==> config.mk <==
export PLATFORM = sky130hd
export DESIGN_NAME = jts16_dwnld
export DESIGN_NICKNAME = d
export VERILOG_FILES = /design/src/rtl/jts16_dwnld_pkg.sv /design/src/rtl/jts16_dwnld_decode.sv /design/src/rtl/jts16_dwnld.sv
export SDC_FILE = /design/constraint.sdc
export NUM_CORES = 1
export LEC_CHECK = 0
export BUFFER_PORTS_ARGS = -buffer_cell sky130_fd_sc_hd__buf_4
export CORE_MARGIN = 2
export CORE_UTILIZATION = 40
export CTS_CLUSTER_SIZE = 16
export DETAILED_ROUTE_END_ITERATION = 10
export PLACE_DENSITY_LB_ADDON = 0.05
export SLEW_MARGIN = 20
export SYNTH_ARGS = -nofsm -noshare
export SYNTH_HDL_FRONTEND = slang
export SYNTH_SLANG_ARGS = --single-unit
==> constraint.sdc <==
create_clock -name clk -period 4.81 [get_ports clk]
set_clock_uncertainty 0.2 [all_clocks]
set_input_delay 0.481 -clock clk [delete_from_list [all_inputs] [get_ports clk]]
set_output_delay 0.481 -clock clk [all_outputs]
set_load 0.01 [all_outputs]
==> src/rtl/jts16_dwnld_pkg.sv <==
// Shared types and constants for the System 16 ROM download router.
package jts16_dwnld_pkg;

   typedef enum logic [3:0] {
      MAIN, SND, PCM, GFX, OBJ, KEY, FD1089, N7751, NONE
   } region_e;

   typedef enum logic [1:0] {IDLE, WRITE, HOLD} state_e;

   localparam logic [1:0] BA_MAIN = 2'd0;
   localparam logic [1:0] BA_SND  = 2'd1;
   localparam logic [1:0] BA_GFX  = 2'd2;
   localparam logic [1:0] BA_OBJ  = 2'd3;

   // Header layout: eight big-endian 16-bit region starts, then the game id.
   localparam int HDR_START_BYTES = 16;
   localparam int HDR_GAME_ID     = 'h18;

   typedef struct packed {
      logic [21:0] addr;
      logic [15:0] data;
      logic [1:0]  mask;
      logic [1:0]  ba;
   } word_t;

endpackage

==> src/rtl/jts16_dwnld_decode.sv <==
// Region classifier: finds the region holding a ROM-relative byte address and
// the byte offset inside that region. Zero-length regions never match.
module jts16_dwnld_decode
   import jts16_dwnld_pkg::*;
(
   input  logic [24:0]      rel,
   input  logic [7:0][15:0] start,
   output region_e          region,
   output logic [24:0]      local_off
);

   always_comb begin
      logic [25:0] lo;
      logic [25:0] hi;
      logic        found;
      // NOTE: combinational blocks use blocking '=' and give every output a
      // default first, so no path leaves a value unassigned (no latch).
      region    = NONE;
      local_off = '0;
      found     = 1'b0;
      lo        = '0;
      hi        = '0;
      for (int i = 0; i < 8; i++) begin
         hi = {start[i], 10'b0};
         if (!found && {1'b0, rel} >= lo && {1'b0, rel} < hi) begin
            region    = region_e'(4'(i));
            local_off = 25'({1'b0, rel} - lo);
            found     = 1'b1;
         end
         lo = hi;
      end
   end

endmodule

==> src/rtl/jts16_dwnld.sv <==
// ROM download router: parses the loader header, routes ROM bytes to SDRAM
// word writes (with a one-entry skid buffer) or to dedicated table strobes.
module jts16_dwnld
   import jts16_dwnld_pkg::*;
#(
   parameter int          HEADER     = 32,
   parameter logic [21:0] PCM_OFFSET = 22'h10_0000,
   parameter int          KEYW       = 13
)(
   input  logic        clk,
   input  logic        rst,
   input  logic        downloading,
   input  logic [24:0] ioctl_addr,
   input  logic [7:0]  ioctl_data,
   input  logic        ioctl_wr,
   output logic [21:0] prog_addr,
   output logic [15:0] prog_data,
   output logic [1:0]  prog_mask,
   output logic [1:0]  prog_ba,
   output logic        prog_we,
   input  logic        prog_rdy,
   output logic        key_we,
   output logic        fd1089_we,
   output logic        n7751_prom,
   output logic [7:0]  game_id,
   output logic        dwnld_busy
);

   logic [7:0][15:0] start;
   logic [24:0]      rel;
   logic             in_hdr;
   region_e          region;
   logic [24:0]      local_off;

   state_e state, state_nxt;
   word_t  out_q, out_nxt, skid, skid_nxt, new_word, strobe_word;
   logic   skid_valid, skid_valid_nxt, prog_we_nxt;
   logic   overflow, overflow_nxt;
   logic   wr_sdram, wr_strobe;
   logic [2:0] strobe_sel, strobe_nxt;

   assign rel    = ioctl_addr - 25'(HEADER);
   assign in_hdr = ioctl_addr < 25'(HEADER);

   jts16_dwnld_decode u_decode (
      .rel       (rel),
      .start     (start),
      .region    (region),
      .local_off (local_off)
   );

   assign wr_sdram  = downloading && ioctl_wr && !in_hdr && region inside {MAIN, SND, PCM, GFX, OBJ};
   assign wr_strobe = downloading && ioctl_wr && !in_hdr && region inside {KEY, FD1089, N7751};

   always_comb begin
      new_word      = '0;
      new_word.data = {ioctl_data, ioctl_data};
      new_word.mask = ioctl_addr[0] ? 2'b01 : 2'b10;
      new_word.addr = 22'(local_off >> 1);
      case (region)
         SND:     new_word.ba = BA_SND;
         PCM:     begin new_word.ba = BA_SND; new_word.addr = new_word.addr + PCM_OFFSET; end
         GFX:     new_word.ba = BA_GFX;
         OBJ:     new_word.ba = BA_OBJ;
         default: new_word.ba = BA_MAIN;
      endcase

      strobe_word      = '0;
      strobe_word.data = {8'h00, ioctl_data};
      strobe_sel       = 3'b000;
      case (region)
         KEY:     begin strobe_word.addr = 22'(local_off[KEYW-1:0]); strobe_sel = 3'b001; end
         FD1089:  begin strobe_word.addr = 22'(local_off[7:0]);      strobe_sel = 3'b010; end
         N7751:   begin strobe_word.addr = 22'(local_off[9:0]);      strobe_sel = 3'b100; end
         default: ;
      endcase
   end

   // Header capture; ROM data only arrives after the whole header.
   always_ff @(posedge clk) begin
      // NOTE: sequential state uses non-blocking '<='; the header table is a
      // handful of flops, so it is cleared on reset like any other register.
      if (!rst) begin
         start   <= '0;
         game_id <= '0;
      end else if (downloading && ioctl_wr && in_hdr) begin
         if (ioctl_addr < 25'(HDR_START_BYTES)) begin
            if (ioctl_addr[0]) start[ioctl_addr[3:1]][7:0]  <= ioctl_data;
            else               start[ioctl_addr[3:1]][15:8] <= ioctl_data;
         end
         if (ioctl_addr == 25'(HDR_GAME_ID)) game_id <= ioctl_data;
      end
   end

   always_comb begin
      state_nxt      = state;
      prog_we_nxt    = prog_we;
      out_nxt        = out_q;
      skid_nxt       = skid;
      skid_valid_nxt = skid_valid;
      strobe_nxt     = 3'b000;
      overflow_nxt   = overflow;
      case (state)
         IDLE: begin
            if (wr_sdram) begin
               out_nxt     = new_word;
               prog_we_nxt = 1'b1;
               state_nxt   = WRITE;
            end else if (wr_strobe) begin
               out_nxt    = strobe_word;
               strobe_nxt = strobe_sel;
            end
         end
         WRITE, HOLD: begin
            if (prog_we && prog_rdy) begin
               prog_we_nxt = 1'b0;
               if (skid_valid) begin
                  out_nxt        = skid;
                  skid_valid_nxt = wr_sdram;
                  if (wr_sdram) skid_nxt = new_word;
               end else if (wr_sdram) begin
                  out_nxt = new_word;
               end else begin
                  state_nxt = IDLE;
               end
            end else begin
               // Also re-raises prog_we after the one-cycle gap between writes.
               prog_we_nxt = 1'b1;
               if (wr_sdram) begin
                  if (skid_valid) begin
                     overflow_nxt = 1'b1;
                  end else begin
                     skid_valid_nxt = 1'b1;
                     skid_nxt       = new_word;
                  end
               end
            end
            // The output registers are owned by the SDRAM write; a table byte
            // here would corrupt it, so it is dropped like a skid overflow.
            if (wr_strobe) overflow_nxt = 1'b1;
            if (state == WRITE && !downloading && state_nxt == WRITE) state_nxt = HOLD;
         end
         default: state_nxt = IDLE;
      endcase
   end

   always_ff @(posedge clk) begin
      if (!rst) begin
         state      <= IDLE;
         prog_we    <= 1'b0;
         out_q      <= '0;
         skid       <= '0;
         skid_valid <= 1'b0;
         key_we     <= 1'b0;
         fd1089_we  <= 1'b0;
         n7751_prom <= 1'b0;
         overflow   <= 1'b0;
         dwnld_busy <= 1'b0;
      end else begin
         state      <= state_nxt;
         prog_we    <= prog_we_nxt;
         out_q      <= out_nxt;
         skid       <= skid_nxt;
         skid_valid <= skid_valid_nxt;
         key_we     <= strobe_nxt[0];
         fd1089_we  <= strobe_nxt[1];
         n7751_prom <= strobe_nxt[2];
         overflow   <= overflow_nxt;
         dwnld_busy <= downloading | (state != IDLE) | skid_valid;
      end
   end

   assign prog_addr = out_q.addr;
   assign prog_data = out_q.data;
   assign prog_mask = out_q.mask;
   assign prog_ba   = out_q.ba;

   // The loader paces its bytes so a dropped byte can never happen.
   no_overflow: assert property (@(posedge clk) disable iff (!rst) !overflow);

endmodule
==> metrics, run 1 <==
status=finished, final reports clean; fin. max-slew vios=0; # hold bufs at CTS=0; vias per cell=between 5 and 6; met3 Usage GRT=approximately 4.6%; WP data required=just over 5 ns; Hold Slack=~0.043 ns; antenna viol nets, final=0; register area share after synthesis=between 20% and 30%; Final HPWL DP=roughly 44 mm; DR vias=approximately 16000; CTS tree=done; critical path arrival=~4.9 ns; area leader, netlist=dfxtp_1; Port Buffer Count=just over 90; critical-path cell list=buf_4 > or4_1 > nor3_2 > buf_4 > nand2_1 > nor4_2 > xor2_1 > buf_4 > buf_4 > ha_1 > nand4b_1 > nor3_1 > nand3_1 > buf_4 > nand2_1 > and4_1 > buf_4 > and2_1 > nor2_1 > a222oi_1 > a21oi_1; crit path kind=input pin to flop; io pins=93; Synth Instances=~2000; clk_lat worst skew=about 0.57 ns; Seq cells post-synth=220; Global Route Usage Sum=29.5%; fin crit share=96.3%; PwrDens=283 mW/mm²; vias in the first global route=approximately 15000; minimum clock period=about 4.6 ns; Least-Margin Pin Slew=~1 ns; Site Rows=a little over 70; clk sinks=220; worst-case clock buffer depth=3; number of antenna repair diodes=0; largest net degree at the start of global routing=around 130; htree depth=1; Synth Area per Inst=between 7 and 8 µm²; Rel. slew slack=roughly 32%; average wire per standard cell=around 20 µm; met1 GRT Util=between 30% and 40%; highest-count cells in the layout ignoring fill and taps=buf_4, nand2_1, a21oi_1, dfxtp_1, inv_1; GP Congestion=slightly below 1; NumNets Final=about 2600; yosys warns=0; unrepaired setup endpoints after global routing=true; GRT Max-Usage Layer=met2; Clock Pin Slew Worst Setup and Hold Paths=around 0.06 ns; Iteration-0 DRC Markers=between 1000 and 1500; Worst path top cell family by delay=simple AND/OR/NAND/NOR gates; die width=roughly 200 µm; Cell variety after synth=92; Root Buffer=clkbuf_16; initial antenna violation count=0; worst hold path type=input pin to flop; commonest non-fill, non-tap cell in the layout=buf_4; setup TNS=0 ns; Finished Core Util=a little over half; Initial Utilization=between 40% and 50%; CP max FO=5; Critical-path top delay cell=or4_1; worst vdd ir=between 200 and 300 µV; layout cells sized above 1=between 20% and 30%; highest clock rate=around 220 MHz; Startpoint Class=input pin; First-pass DRT Iterations=9; Core Region=around 0.037 mm²; drc violations=0; Synth Flop Type=dfxtp_1; Worst setup EP type=flop; post-synth top area share=approximately 30%; static leakage=about 8 nW; Async SR Flop Fraction=0%; Final Hold Viols=0; Overflow after GRT=0; die area=approximately 0.039 mm²; cell mode on critical path=buf_4; top cells by area, synth=dfxtp_1, nand2_1, ha_1, a21oi_1, inv_1; met2 usage in global routing=between 40 and 50%; CP bufs+invs=6; first-pass GRT wire length=87.7 mm; CP max stage delay=roughly 0.56 ns; number of max-cap violations=0; net count of the mapped netlist=2196; Num CTS Buffers=27; Post-Syn Area=~0.015 mm²; Final setup viols=0; number of synthesized flops with an enable pin=0; die height=198 µm; drt total wl=58.6 mm; Area Growth Syn to Fin=33.9%
-- final cells by class --
| cell class | instances | area, µm² |
|---|---|---|
| Timing Repair Buffer | 456 | 3580 |
| Multi-Input combinational cell | 1572 | 9940 |
| Clock inverter | 11 | 248 |
| Fill cell | 3648 | 17200 |
| Clock buffer | 38 | 797 |
| Sequential cell | 220 | 4400 |
| Tap cell | 511 | 639 |
| Inverter | 150 | 568 |
-- what timing repair did --
action / in CTS / in global routing
setup endpoints to repair: 0 / 72
resized for setup: 0 / 46
setup buffers: 0 / 2
-- worst min-delay path: cells and delay by family --
kind,cells,cell delay [ns]
compound gates,1,0.14
buf+inv,1,0.10
simple gates,1,0.04
-- flip-flops by register name (all words and copies together) (netlist names) --
register / flops
dwnld_busy: 1
fd1089_we: 1
game_id: 8
key_we: 1
n7751_prom: 1
prog_addr: 22
prog_ba: 2
prog_data: 16
prog_mask: 2
prog_we: 1
skid: 34
skid_valid: 1
start: 128
state: 2
-- through the flow --
step                std cells  instance area, µm²  total power [W]  setup WS (ns)
CTS                      2956               20000          0.00570        0.00541
finish                   2958               20200          0.00570          0.180
global route             2958               20200          0.00594        -0.0155
detailed placement       2907               18900          0.00332         -0.559
global placement         2907               18900          0.00331         -0.469
floorplan                2028               15100          0.00264         0.0223
-- cell usage after synthesis (10+ instances only) --
| master | n |
|---|---|
| a311oi_1 | 18 |
| xnor2_1 | 51 |
| clkbuf_1 | 66 |
| o21ai_0 | 68 |
| nand4_1 | 11 |
| a211oi_1 | 29 |
| nor4_1 | 11 |
| nand3_1 | 38 |
| inv_1 | 149 |
| nor2b_1 | 17 |
| dfxtp_1 | 220 |
| a21o_1 | 23 |
| a22oi_1 | 12 |
| a21oi_1 | 226 |
| nand2_1 | 416 |
| nand2b_1 | 18 |
| ha_1 | 123 |
| o22ai_1 | 10 |
| buf_2 | 18 |
| mux2i_1 | 11 |
| xor2_1 | 27 |
| nor2_1 | 145 |
| o21a_1 | 25 |
| and3_1 | 14 |
| and2_1 | 14 |
| nor3_1 | 43 |
| a31oi_1 | 16 |
| o211ai_1 | 15 |
| o31ai_1 | 11 |
-- path summary, 6_finish.rpt --
path         cells after the start                    start  slack (ns)                    endpoint
max                             21           ioctl_addr[15]        0.18   prog_addr[8]$_SDFFE_PN0P_
min                              3              downloading        0.04       dwnld_busy$_SDFF_PN0_
max reg2reg                     15   start[32]$_SDFFE_PN0P_        0.93  prog_addr[14]$_SDFFE_PN0P_
min reg2reg                      2  start[111]$_SDFFE_PN0P_        0.25     start[111]$_SDFFE_PN0P_
-- logic make-up (layout without fill, tap and decap cells) --
group,count (synthesis),after routing,share of synthesized area [%]
XOR/XNOR,78,78,4.53
buffers and inverters,236,655,6.05
multiplexers,12,12,0.806
AO/OA/AOI/OAI,558,558,24.0
flip-flops,220,220,29.2
AND/OR/NAND/NOR,794,794,24.2
adder cells (fa/ha/maj),130,130,11.1
-- report_power, final --
part / switching [W] / total [W] / internal [W]
combinational: 0.000796 / 0.00143 / 0.000630
sequential: 0.0000312 / 0.00191 / 0.00187
clock: 0.000844 / 0.00237 / 0.00153
-- routing by layer --
metal	wire length (µm)	share of wire, %	up-vias
met4	2410	4.1	2
met5	31	0.053	-
met1	26100	44	7529
li1	-	-	7915
met3	3740	6.4	112
met2	26400	45	470
Note: power is estimated with default switching activity, not from simulation.
==> run 2, diff against run 1 <==
Settings changed: PLACE_DENSITY from default to 0.61, PLACE_DENSITY_LB_ADDON 0.05 to default.
==> metrics, run 2 (synthesis gave the netlist of run 1 again) <==
largest net degree at the start of global routing=119; clk_lat worst skew=roughly 0.56 ns; DR top layer=met4; drc violations=0; vias in the first global route=15297; DR vias=roughly 16000; Cell Area, Placed=0.0190 mm²; status=finished, final reports clean; DRT met1 WL=approximately 27 mm; worst hold path type=input pin to flop; CP max FO=8; WP data required=5.01 ns; critical path arrival=between 4 and 5 ns; First-pass DRT Iterations=6; Initial Utilization=roughly 40%; Final Hold Viols=0; fin. max-slew vios=0; Num CTS Buffers=26; NumNets Final=2623; clk sinks=between 200 and 250; crit path kind=input pin to flop; Iteration-0 DRC Markers=1302; fin crit share=a little under 100%; Final setup viols=0; Final Power=~0.0054 W; Area Growth Syn to Fin=35.0%; antenna viol nets, final=0; unrepaired setup endpoints after global routing=true; static leakage=between 7 and 8 nW; Overflow after GRT=0; initial antenna violation count=0; Global Route Usage Sum=29.0%; number of antenna repair diodes=0; Worst setup EP type=flop; highest clock rate=between 200 and 250 MHz; average wire per standard cell=19.4 µm; # hold bufs at CTS=0; htree depth=1; die width=198 µm; Final HPWL DP=44.4 mm; GP Congestion=0.953; Rel. slew slack=a little under two fifths; Final Instance Area=about 0.020 mm²; highest-count cells in the layout ignoring fill and taps=buf_4, nand2_1, a21oi_1, dfxtp_1, inv_1; Site Rows=between 70 and 80; Port Buffer Count=92; die area=approximately 0.039 mm²; PwrDens=between 200 and 300 mW/mm²; vias per cell=between 5 and 6; Startpoint Class=input pin; worst-case clock buffer depth=3; CTS tree=done; max reg flops=between 100 and 150; wire length on met3=roughly 4.3 mm; Fillers=about 3500; number of max-cap violations=0; Core Region=roughly 0.037 mm²; io pins=93; die height=between 150 and 200 µm; first-pass GRT wire length=roughly 87 mm; met2 wire len=25.2 mm; Least-Margin Pin Slew=between 0.9 and 1 ns; Clock Pin Slew Worst Setup and Hold Paths=0.06 ns; drt total wl=between 50 and 60 mm; Most flops, register=start; worst vdd ir=247 µV; Root Buffer=clkbuf_16; minimum clock period=4.74 ns; commonest non-fill, non-tap cell in the layout=buf_4; layout cells sized above 1=between 20 and 30%
## run 2: timing repair
| item | 4_1_cts | 5_1_grt |
|---|---|---|
| setup buffers | 0 | 11 |
| cloned | 0 | 1 |
| resized for setup | 6 | 84 |
| pin swaps | 0 | 23 |
| setup endpoints to repair | 15 | 69 |
## run 2: cell type report
class | instances | area [µm²] | area share (%)
repair buffers | 484 | 3710 | 18.2
multi-input cells | 1573 | 10100 | 49.9
clock buffers | 39 | 761 | 3.74
flip-flops and latches | 220 | 4400 | 21.7
clock inverters | 7 | 116 | 0.572
inverters | 150 | 568 | 2.79
well taps | 511 | 639 | 3.14
## run 2: worst max-delay path, cell delays in order
cell and delay (ns):
buf_4 0.11, or4_4 0.55, nor3_4 0.24, buf_6 0.13
nand2_1 0.08, buf_4 0.16, nor2_2 0.09, xor2_1 0.19
buf_6 0.19, ha_1 0.26, buf_4 0.16, a31o_1 0.20
a221o_2 0.44, o221a_4 0.26, nand4_4 0.12, buf_6 0.15
nor4_4 0.06, a222oi_1 0.38, o21ai_1 0.25, buf_4 0.20
a31oi_1 0.14, o22ai_1 0.09
## run 2: power by group
group | leakage, nW | switching [W] | total (W) | internal, W
clock network | 0.425 | 0.000797 | 0.00204 | 0.00125
logic | 5.68 | 0.000810 | 0.00147 | 0.000656
registers | 1.78 | 0.0000331 | 0.00191 | 0.00187
total | 7.88 | 0.00164 | 0.00542 | 0.00378
## run 2: routing by layer
| metal | GRT usage (%) | vias up |
|---|---|---|
| li1 | - | 7966 |
| met1 | 39.8 | 7638 |
| met2 | 45.8 | 564 |
| met3 | 5.89 | 99 |
| met4 | 8.66 | 0 |
| met5 | 0 | - |
## run 2: stage by stage
step / std cells / worst slack, ns / hold slack [ns] / utilization (%) / TNS [ns]
3_5_place_dp: 2926 / -0.747 / 0.244 / 50.7 / -35.93
6_report: 2984 / 0.0728 / 0.0727 / 54.4 / 0
4_1_cts: 2972 / 0.00402 / 0.0456 / 53.1 / 0
3_3_place_gp: 2926 / -0.658 / 0.238 / 50.7 / -32.34
5_1_grt: 2984 / -0.0678 / 0.0849 / 54.4 / -0.277
2_1_floorplan: 2028 / 0.0223 / 0.232 / - / 0
## run 2: worst paths after layout
| path | cells past startpoint | to | slack, ns | startpoint |
|---|---|---|---|---|
| max | 22 | prog_addr[19]$_SDFFE_PN0P_ | 0.07 | ioctl_addr[15] |
| min | 3 | dwnld_busy$_SDFF_PN0_ | 0.07 | downloading |
| max reg2reg | 17 | prog_addr[20]$_SDFFE_PN0P_ | 0.87 | start[96]$_SDFFE_PN0P_ |
| min reg2reg | 2 | start[20]$_SDFFE_PN0P_ | 0.25 | start[20]$_SDFFE_PN0P_ |
==> run 3, diff against run 2 <==
Settings changed: CELL_PAD_IN_SITES_DETAIL_PLACEMENT from default to 1, CELL_PAD_IN_SITES_GLOBAL_PLACEMENT from default to 1, PLACE_DENSITY 0.61 to 0.87.
==> metrics, run 3 (synthesis gave the netlist of run 1 again) <==
status=finished, final reports clean; worst-case clock buffer depth=3; layout cells sized above 1=between 20% and 30%; RR Endpoint=prog_data[11]$_SDFFE_PN0P_; CP max FO=9; highest-count cells in the layout ignoring fill and taps=buf_4, nand2_1, a21oi_1, dfxtp_1, inv_1; # hold bufs at CTS=0; fin crit share=a little over nine tenths; vias per cell=5.78; worst setup path endpoint=prog_data[11]$_SDFFE_PN0P_; Global Route Usage Sum=approximately 33%; clk sinks=220; crit path kind=input pin to flop; CTS tree=done; reg-to-reg slack, setup=0.78 ns; highest clock rate=approximately 210 MHz; Fillers=between 4000 and 5000; die width=198 µm; placed insts=about 2900; Port Buffer Count=a little over 90; fin. max-slew vios=0; io pins=slightly above 90; Rel. slew slack=40.0%; Most flops, register=start; htree depth=1; drt total wl=66.6 mm; Finished Layout Cells=a little under 3000; vias in the first global route=around 18000; Startpoint Class=input pin; Core Region=~0.037 mm²; Root Buffer=clkbuf_16; WP data required=slightly above 5 ns; Overflow after GRT=0; unrepaired setup endpoints after global routing=true; initial antenna violation count=1; max reg flops=about 130; First-pass DRT Iterations=5; largest net degree at the start of global routing=104; Area Growth Syn to Fin=32.6%; PwrDens=around 270 mW/mm²; Cell Area, Placed=between 0.015 and 0.02 mm²; Worst setup EP type=flop; antenna viol nets, final=0; clk_lat worst skew=approximately 0.56 ns; die height=a little under 200 µm; Final HPWL DP=approximately 50 mm; first-pass GRT wire length=just over 100 mm; NumNets Final=approximately 2600; Final Instance Area=between 0.015 and 0.02 mm²; Clock Pin Slew Worst Setup and Hold Paths=0.06 ns; static leakage=about 7.7 nW; number of max-cap violations=0; average wire per standard cell=about 23 µm; R2R depth=15; Worst Setup SP=ioctl_addr[15]; Final setup viols=0; Final Hold Viols=0; die area=~0.039 mm²; Iteration-0 DRC Markers=approximately 1100; Num CTS Buffers=27; reg2reg start=start[96]$_SDFFE_PN0P_; worst hold path type=input pin to flop; Final Power=~0.0055 W; drc violations=0; number of antenna repair diodes=0; GP Congestion=about 0.95; Initial Utilization=40.3%; critical path arrival=between 4 and 5 ns; DR vias=between 15000 and 20000; Least-Margin Pin Slew=around 0.9 ns; minimum clock period=about 4.7 ns; worst vdd ir=~230 µV; Site Rows=between 70 and 80; commonest non-fill, non-tap cell in the layout=buf_4
-- run 3: cell types whose count changed in the layout (fill, tap and decap cells not counted), moves of 3 or more --
| cell | delta |
|---|---|
| a2bb2oi_2 | -3 |
| buf_4 | -30 |
| a211oi_2 | -6 |
| buf_6 | -5 |
| a21oi_2 | -3 |
| o311ai_0 | +3 |
| o311ai_1 | -3 |
| a211oi_1 | +7 |
| nor2_2 | -3 |
| a2bb2oi_1 | +3 |
-- run 3: what timing repair did --
action                                  CTS  global route
pin swaps                                 1             4
gates resized for setup                   5            48
endpoints found under the hold margin     0             0
endpoints found under the setup margin   35            76
buffers inserted                          1             2
-- run 3: worst min-delay path by stage --
| stage | endpoint | slack, ns | startpoint | cells after the start |
|---|---|---|---|---|
| 5_1_grt | dwnld_busy$_SDFF_PN0_ | 0.05 | downloading | 3 |
| 3_5_place_dp | start[94]$_SDFFE_PN0P_ | 0.25 | start[94]$_SDFFE_PN0P_ | 2 |
| 3_3_place_gp | start[113]$_SDFFE_PN0P_ | 0.24 | start[113]$_SDFFE_PN0P_ | 2 |
| 6_report | dwnld_busy$_SDFF_PN0_ | 0.04 | downloading | 3 |
| 4_1_cts | dwnld_busy$_SDFF_PN0_ | 0.03 | downloading | 3 |
| 2_1_floorplan | start[63]$_SDFFE_PN0P_ | 0.23 | start[63]$_SDFFE_PN0P_ | 2 |
-- run 3: area by class of cell --
class                           instances  area [µm²]  area share [%]
Multi-Input combinational cell       1572       10000            50.1
Sequential cell                       220        4400            22.0
Timing Repair Buffer                  451        3460            17.3
Clock buffer                           38         757            3.79
Tap cell                              511         639            3.20
Inverter                              150         568            2.84
Clock inverter                          9         138           0.689
-- run 3: routing by layer --
| metal | track usage, % | vias up | share of wire, % |
|---|---|---|---|
| li1 | - | 7875 | - |
| met1 | 41.7 | 8433 | 42 |
| met2 | 56.6 | 600 | 47 |
| met3 | 5.71 | 158 | 6.8 |
| met4 | 13.4 | 0 | 4.0 |
| met5 | 0 | - | 0 |
-- run 3: critical path, stage by stage --
cell and delay, ns:
buf_4 0.12, or4_4 0.56, nor3_4 0.27, buf_4 0.17, nand3_1 0.16, xnor2_4 0.32
ha_1 0.32, a21o_1 0.20, a31o_1 0.22, a221o_2 0.42, o221a_4 0.26, buf_4 0.15
a41oi_2 0.18, buf_4 0.20, nor2_1 0.09, nor2_4 0.19, buf_4 0.21, nand2_1 0.09
a311oi_2 0.34
-- run 3: report_power, final --
group | total, W | switching, W | internal (W)
registers | 0.00191 | 0.0000335 | 0.00187
clock network | 0.00210 | 0.000847 | 0.00126
logic | 0.00146 | 0.000837 | 0.000623
total | 0.00547 | 0.00172 | 0.00375
-- run 3: metrics by stage --
stage	worst slack (ns)	util, %	hold slack, ns	TNS (ns)
5_1_grt	-0.0791	53.4	0.0463	-0.416
3_5_place_dp	-0.726	50.3	0.245	-42.41
4_1_cts	0.00261	52.8	0.0308	0
3_3_place_gp	-0.660	50.3	0.238	-29.32
2_1_floorplan	0.0223	-	0.232	0
6_report	0.103	53.4	0.0370	0
